<file path="src/rtl/de2_70_cpu_oci_dct_packer.sv">
// Trace atom packer: gathers 2-bit atoms into 30-bit words, with a one-entry output register and drop reporting.
// Optional macro DCT_PACKER_DROP_CNT_EN enables the saturating drop counter; without it drop_count is tied to 0.
module de2_70_cpu_oci_dct_packer #(
  parameter int DROP_CNT_W = 16
) (
  input  logic                  clk,
  input  logic                  reset,
  input  logic                  atom_valid,
  input  logic [1:0]            atom,
  input  logic                  flush,
  input  logic                  word_ready,
  output logic                  word_valid,
  output logic [29:0]           dct_buffer,
  output logic [3:0]            dct_count,
  output logic                  atom_drop,
  output logic [DROP_CNT_W-1:0] drop_count
);

  logic [29:0] acc;
  logic [3:0]  acc_cnt;
  logic        flush_pend;

  logic        accept;
  logic        drop;
  logic        slot_free;
  logic        handoff;
  logic [3:0]  n;
  logic [29:0] acc_nxt;

  always_comb begin
    accept    = atom_valid && (acc_cnt != 4'd15);
    drop      = atom_valid && (acc_cnt == 4'd15);
    n         = acc_cnt + {3'b000, accept};
    acc_nxt   = acc;
    if (accept) acc_nxt = acc | ({28'd0, atom} << {acc_cnt, 1'b0});
    slot_free = !word_valid || word_ready;
    handoff   = slot_free && ((n == 4'd15) || ((flush || flush_pend) && (n != 4'd0)));
  end

  // Accumulator stage: a blocked full word simply waits here until the slot frees
  always_ff @(posedge clk or posedge reset) begin
    if (reset) begin
      acc        <= '0;
      acc_cnt    <= '0;
      flush_pend <= 1'b0;
    end else if (handoff) begin
      acc        <= '0;
      acc_cnt    <= '0;
      flush_pend <= 1'b0;
    end else begin
      acc     <= acc_nxt;
      acc_cnt <= n;
      if (flush && (n != 4'd0)) flush_pend <= 1'b1;
    end
  end

  // Output stage: a same-cycle hand-off replaces the consumed word without a bubble
  always_ff @(posedge clk or posedge reset) begin
    if (reset) begin
      word_valid <= 1'b0;
      dct_buffer <= '0;
      dct_count  <= '0;
      atom_drop  <= 1'b0;
    end else begin
      atom_drop <= drop;
      if (handoff) begin
        word_valid <= 1'b1;
        dct_buffer <= acc_nxt;
        dct_count  <= n;
      end else if (word_ready) begin
        word_valid <= 1'b0;
      end
    end
  end

`ifdef DCT_PACKER_DROP_CNT_EN
  function automatic logic [DROP_CNT_W-1:0] sat_inc(input logic [DROP_CNT_W-1:0] v);
    return (&v) ? v : v + {{(DROP_CNT_W-1){1'b0}}, 1'b1};
  endfunction

  always_ff @(posedge clk or posedge reset) begin
    if (reset)     drop_count <= '0;
    else if (drop) drop_count <= sat_inc(drop_count);
  end
`else
  assign drop_count = '0;
`endif

endmodule

</file>
<file path="config.mk">
export PLATFORM = sky130hd
export DESIGN_NAME = de2_70_cpu_oci_dct_packer
export DESIGN_NICKNAME = d
export VERILOG_FILES = /design/src/rtl/de2_70_cpu_oci_dct_packer.sv
export SDC_FILE = /design/constraint.sdc
export NUM_CORES = 1
export LEC_CHECK = 0
export CAP_MARGIN = 10
export CORE_ASPECT_RATIO = 1.4
export CORE_MARGIN = 2
export CORE_UTILIZATION = 52
export DETAILED_ROUTE_END_ITERATION = 16
export GPL_ROUTABILITY_DRIVEN = 0
export GPL_TIMING_DRIVEN = 0
export PLACE_DENSITY = 0.89
export SYNTH_ARGS = -nofsm -noshare
export SYNTH_HDL_FRONTEND = slang
export SYNTH_SLANG_ARGS = --single-unit
export TNS_END_PERCENT = 20
</file>
<file path="constraint.sdc">
create_clock -name clk -period 3.7 [get_ports clk]
set_clock_uncertainty 0.15 [all_clocks]
set_input_delay 1.11 -clock clk [delete_from_list [all_inputs] [get_ports clk]]
set_output_delay 1.11 -clock clk [all_outputs]
set_load 0.005 [all_outputs]
</file>
==> results of run 1 <==
## how the worst max path moves through the flow
stage                                end  slack [ns]
after global routing              acc[7]      -0.009
after CTS                         acc[7]        0.05
final                             acc[7]        0.11
after detailed placement          acc[7]       -0.28
after global placement    dct_buffer[19]       -0.41
after floorplan                  acc[27]        0.48
## critical path, stage by stage
cell and delay [ns]:
clkdlybuf4s50_1 0.47, and2_1 0.18, ha_1 0.20, ha_2 0.39, inv_2 0.08, o41ai_2 0.35, a31o_2 0.19, a31o_1 0.17
buf_6 0.13, buf_12 0.15, buf_12 0.18, nor2_4 0.05
## layout by cell type (no fill, tap or decap), drive strengths merged, types with 3 or more instances in the layout
cell           count
nor3               3
conb              16
o21ai              3
and2               5
nor2              44
clkdlybuf4s50     42
nand2              6
nor2b              3
clkinv             3
buf               29
mux2i             32
inv               40
clkbuf            12
dfrtp             71
a21oi             34
nand2b             4
## power by group
group / leakage [µW] / total, µW / switching [µW] / internal (µW)
Combinational: 0.000799 / 1140 / 613 / 524
Sequential: 0.000972 / 952 / 64.7 / 887
Clock: 0.0000981 / 612 / 286 / 326
Total: 0.00187 / 2700 / 963 / 1740
## kinds of logic after synthesis
| group | Yosys count | share of synthesized area |
|---|---|---|
| simple gates | 70 | 0.140 |
| mux | 32 | 0.0972 |
| xor+xnor | 1 | 0.00266 |
| other cells | 1 | 0.00114 |
| fa+ha+maj | 2 | 0.00759 |
| buf+inv | 70 | 0.128 |
| flops | 71 | 0.539 |
| compound gates | 47 | 0.0847 |
## final cells by class
class,count,area [µm²],area share
Buffer,30,270,0.0662
Clock buffer,10,138,0.0337
Clock inverter,6,60.1,0.0147
Inverter,40,153,0.0374
Multi-Input combinational cell,168,1160,0.285
Sequential cell,71,1780,0.435
Tap cell,72,90.1,0.0221
Timing Repair Buffer,43,428,0.105
## registers in the layout, indices dropped and copies added (netlist names)
register / count
atom_drop: 1
dct_buffer: 30
acc_cnt: 4
dct_count: 4
word_valid: 1
acc: 30
flush_pend: 1
## per-stage QoR
stage | cells | total power, µW
3_3_place_gp | 423 | 2060
6_report | 440 | 2700
4_1_cts | 439 | 2700
2_1_floorplan | 309 | 1800
3_5_place_dp | 423 | 2080
5_1_grt | 440 | 2830
## timing repair
item | 4_1_cts | 5_1_grt
setup endpoints to repair | 0 | 61
resized for setup | 0 | 2
setup buffers | 0 | 1
## routing by layer
layer  vias up  part of all wire
li1       1055                 -
met1      1053              0.40
met2        85              0.51
met3        20             0.052
met4         0             0.032
met5         -                 0
==> results.py, run 1 <==
metrics = {
    "outcome": {
        "status": "complete, no violations",
    },
    "grt": {
        "grtUsageMet2": 0.329,
        "antenna_found_initial": 0,
        "overflow": 0,
        "met1_usage": 0.242,
        "grt_pass1_wl_um": 10700,
        "grt_use_met3": 0.0516,
        "grt_pass1_vias": 2264,
        "grt_usage": 0.199,
        "grt-busiest-layer": "met2",
        "grt_max_degree": 72,
    },
    "min_path": {
        "hold_path_depth": 2,
        "holdPathEnd": "acc[18]",
        "hp-start": "acc[18]",
        "hp-class": "register to register",
    },
    "final_layout": {
        "areaGrowthSynthToFinish_pct": 23.8,
        "drive_gt1_frac": 0.204,
        "final_util": 0.661,
        "antenna_cells": 0,
        "fillers": 453,
        "nNetsFinal": 372,
        "final_area_um2": 4080,
    },
    "timing": {
        "layout_setup_ws_ns": 0.105,
        "timing.hold.ws_ns": 0.341,
        "fin_crit_sh": 0.971,
        "finalCriticalPeriod_ns": 3.59,
        "report.final.setup_viol": 0,
        "slew_viol_final": 0,
        "timing.fmax_mhz": 278,
        "worst_pin_slew_ns": 0.878,
        "final-hold-violation-count": 0,
        "slew_headroom": 0.415,
        "tns_ns": 0,
    },
    "clocking": {
        "cts_buffers": 9,
        "htreeDepth": 3,
        "clk_latency_ns": 0.34,
        "cts_tree": "yes",
        "cts_buffer_depth": 2,
        "cts-root-buf": "clkbuf_8",
        "cts_num_sinks": 71,
        "path_clk_slew_ns": 0.07,
        "hold_buffers": 0,
    },
    "placement": {
        "hpwl_um": 4390,
        "placed_cell_area_um2": 3860,
        "place_ws_ns": -0.283,
        "io_buffers": 42,
    },
    "drt": {
        "routedWlPerCell_um": 14.9,
        "first_iter_violations": 137,
        "ant_nets": 0,
        "drc_errors": 0,
        "drt-pass1-iter-count": 4,
        "avgViaCountPerCell": 5.03,
        "drt_wl_total_um": 6570,
        "vias": 2213,
    },
    "worst_setup_path": {
        "reg2reg_depth": 13,
        "reg2reg_from": "acc_cnt[2]",
        "crit_type": "input pin to register",
        "critPathLaunchType": "input pin",
        "r2r_slack_ns": 0.67,
        "worstSetupEndpointType": "register",
        "regToRegEndpoint": "acc[7]",
        "crit_start": "atom_valid",
        "required_ns": 3.77,
        "crit_fanout": 10,
        "cp.arrival_ns": 3.67,
    },
    "logic_synthesis": {
        "ys_warn_count": 0,
        "synth-edff-count": 0,
        "yosysTopAreaCell": "dfrtp_1",
        "synthesis.area_um2": 3300,
        "ys_seq_elements": 71,
        "yosysMostFrequentCell": "dfrtp_1",
        "syn-instance-count": 294,
        "synthTopCellsByCount": "dfrtp_1, inv_1, a21oi_1",
        "async_flop_share": 1.00,
        "synth_top_area_frac": 0.539,
        "avgSynthCellArea_um2": 11.2,
        "yosysSeqAreaShare": 0.539,
        "ys_types": 39,
        "synth.area.top_cells": "dfrtp_1, mux2i_1, nor2_4, a21oi_1, inv_1",
        "synth-main-ff-cell": "dfrtp_1",
    },
    "pwr": {
        "peakVddDrop_mv": 0.406,
        "power_density_nw_per_um2": 662,
        "leakage_uw": 0.00187,
    },
    "floorplanning": {
        "ios": 59,
        "start_util": 0.534,
        "num_rows": 34,
        "die_area_um2": 7000,
        "die-width_um": 71.3,
        "core_um2": 6170,
        "die_h_um": 98.2,
    },
    "flow_run": {
        "maxCapViolations": 0,
    },
}
Note: power is estimated with default switching activity, not from simulation.
==> run 2, diff against run 1 <==
--- a/config.mk
+++ b/config.mk
@@ -6,7 +6,6 @@
 export NUM_CORES = 1
 export LEC_CHECK = 0
 export CAP_MARGIN = 10
-export CORE_ASPECT_RATIO = 1.4
 export CORE_MARGIN = 2
 export CORE_UTILIZATION = 52
 export DETAILED_ROUTE_END_ITERATION = 16
@@ -16,4 +15,3 @@
 export SYNTH_ARGS = -nofsm -noshare
 export SYNTH_HDL_FRONTEND = slang
 export SYNTH_SLANG_ARGS = --single-unit
-export TNS_END_PERCENT = 20
==> run 2 against run 1 <==
Against the previous run: fmax up 0.30%; final cell count increased by 0.91%; die area fell by 0.13%; total power increased by 0.40%; register-to-register slack gained 0.02 ns; combinational power is essentially flat; first-iteration DRC count is 9.5% higher; hold slack lost 0.012 ns; highest routed layer unchanged.
==> results.py, run 2 (synthesis results as in run 1) <==
metrics = {
    "worst_setup_path": {
        "max_stage_delay_ns": 0.46,
        "required_ns": 3.78,
        "critPathLaunchType": "input pin",
        "reg2reg_depth": 13,
        "crit_fanout": 10,
        "path_buf_inv": 5,
        "critical-path-slowest-cell": "clkdlybuf4s50_1",
        "cpMostUsedCell": "buf_12",
        "cp_top_family": "buffers and inverters",
        "worstSetupEndpointType": "register",
        "crit_type": "input pin to register",
        "crit_cells": 12,
        "path_cells": "clkdlybuf4s50_1, and2_1, ha_1, ha_2, inv_2, o41ai_2, a31o_2, a31o_1, buf_6, buf_12, buf_12, nor2_4",
        "r2r_slack_ns": 0.69,
        "cp.arrival_ns": 3.67,
    },
    "final_layout": {
        "drive_gt1_frac": 0.202,
        "nNetsFinal": 371,
        "final_common_cell": "dfrtp_1",
        "antenna_cells": 0,
        "areaGrowthSynthToFinish_pct": 23.8,
        "final_cell_mix": "dfrtp_1, clkdlybuf4s50_1, inv_1, a21oi_1, mux2i_1",
        "reg_top3": "acc (30), dct_buffer (30)",
        "final_area_um2": 4080,
    },
    "pwr": {
        "power_frac_comb": 0.421,
        "p_int_uw": 1730,
        "power.total_uw": 2710,
        "seq_power_share": 0.352,
        "leakage_uw": 0.00186,
        "p_clk_frac": 0.228,
        "power_density_nw_per_um2": 665,
        "switching_share": 0.360,
        "peakVddDrop_mv": 0.444,
        "p_sw_uw": 976,
    },
    "flow_run": {
        "maxCapViolations": 0,
    },
    "timing": {
        "tns_ns": 0,
        "finalCriticalPeriod_ns": 3.58,
        "fin_crit_sh": 0.969,
        "slew_headroom": 0.432,
        "layout_setup_ws_ns": 0.116,
        "final-hold-violation-count": 0,
        "slew_viol_final": 0,
        "report.final.setup_viol": 0,
        "timing.hold.ws_ns": 0.329,
        "rsz0062_at_grt": "false",
        "worst_pin_slew_ns": 0.851,
        "timing.fmax_mhz": 279,
    },
    "drt": {
        "vias": 2195,
        "avgViaCountPerCell": 4.94,
        "first_iter_violations": 150,
        "drt-pass1-iter-count": 4,
        "drt_wl_total_um": 6690,
        "drc_errors": 0,
        "routedWlPerCell_um": 15.1,
        "ant_nets": 0,
    },
    "clocking": {
        "cts_num_sinks": 71,
        "cts_buffers": 9,
        "clk_latency_ns": 0.35,
        "cts_tree": "yes",
        "path_clk_slew_ns": 0.07,
        "hold_buffers": 0,
        "cts-root-buf": "clkbuf_8",
        "cts_buffer_depth": 2,
        "htreeDepth": 3,
    },
    "min_path": {
        "hold_path_depth": 2,
        "hp-class": "register to register",
    },
    "grt": {
        "grt_max_degree": 72,
        "grt_pass1_wl_um": 11100,
        "grt_usage": 0.204,
        "antenna_found_initial": 0,
        "grt_pass1_vias": 2257,
        "overflow": 0,
    },
    "placement": {
        "placed_cell_area_um2": 3870,
        "io_buffers": 42,
        "place_ws_ns": -0.241,
        "hpwl_um": 4540,
    },
    "floorplanning": {
        "num_rows": 29,
        "die_area_um2": 6990,
        "die-width_um": 83.6,
        "core_um2": 6240,
        "die_h_um": 83.6,
        "start_util": 0.528,
        "ios": 59,
    },
    "outcome": {
        "status": "complete, no violations",
    },
}
## run 2: cell types whose count changed in the layout (fill, tap and decap cells not counted), sizes merged
cell	delta
buf	-1
## run 2: final timing paths
check,startpoint,endpoint
worst max register to register,acc_cnt[2],acc[7]
worst max-delay path,atom_valid,acc[7]
min in group asynchronous,reset,dct_buffer[28]
worst min register to register,acc[8],acc[8]
max in group asynchronous,reset,atom_drop
worst min-delay path,acc[8],acc[8]
## run 2: stage by stage
step / utilization / cells
floorplan: - / 309
global placement: 0.620 / 428
detailed placement: 0.620 / 428
CTS: 0.652 / 444
global route: 0.654 / 444
finish: 0.654 / 444
## run 2: power groups by stage
stage	logic [µW]	clock network, µW	registers, µW
3_3_place_gp	1100	0	959
4_1_cts	1140	622	954
5_1_grt	1220	655	965
2_1_floorplan	844	0	959
6_report	1140	617	953
3_5_place_dp	1130	0	967
## run 2: layer usage
layer	routed length [µm]	track usage	vias up
li1	-	-	1050
met1	2900	0.254	1067
met2	3310	0.334	68
met3	361	0.0603	10
met4	121	0.0821	0
met5	0	0	-
## run 2: cell type report
cell class	instances	area (µm²)
Fill cell	477	2160
Sequential cell	71	1780
Multi-Input combinational cell	168	1160
Timing Repair Buffer	42	420
Buffer	30	270
Inverter	40	153
Clock buffer	10	138
Tap cell	77	96.3
Clock inverter	6	60.1
## run 2: what timing repair did
action,CTS,global route
resized for setup,0,2
buffers inserted,0,0
setup endpoints to repair,0,31
## run 2: worst reg2reg max path, stage by stage, from the launching register on
cell and delay [ns]:
dfrtp_1 0.39, buf_6 0.15, nand4_1 0.10, and2_1 0.17, ha_1 0.20, ha_2 0.40, inv_2 0.08, o41ai_2 0.37
a31o_2 0.19, a31o_1 0.18, buf_6 0.13, buf_12 0.15, buf_12 0.18, nor2_4 0.06
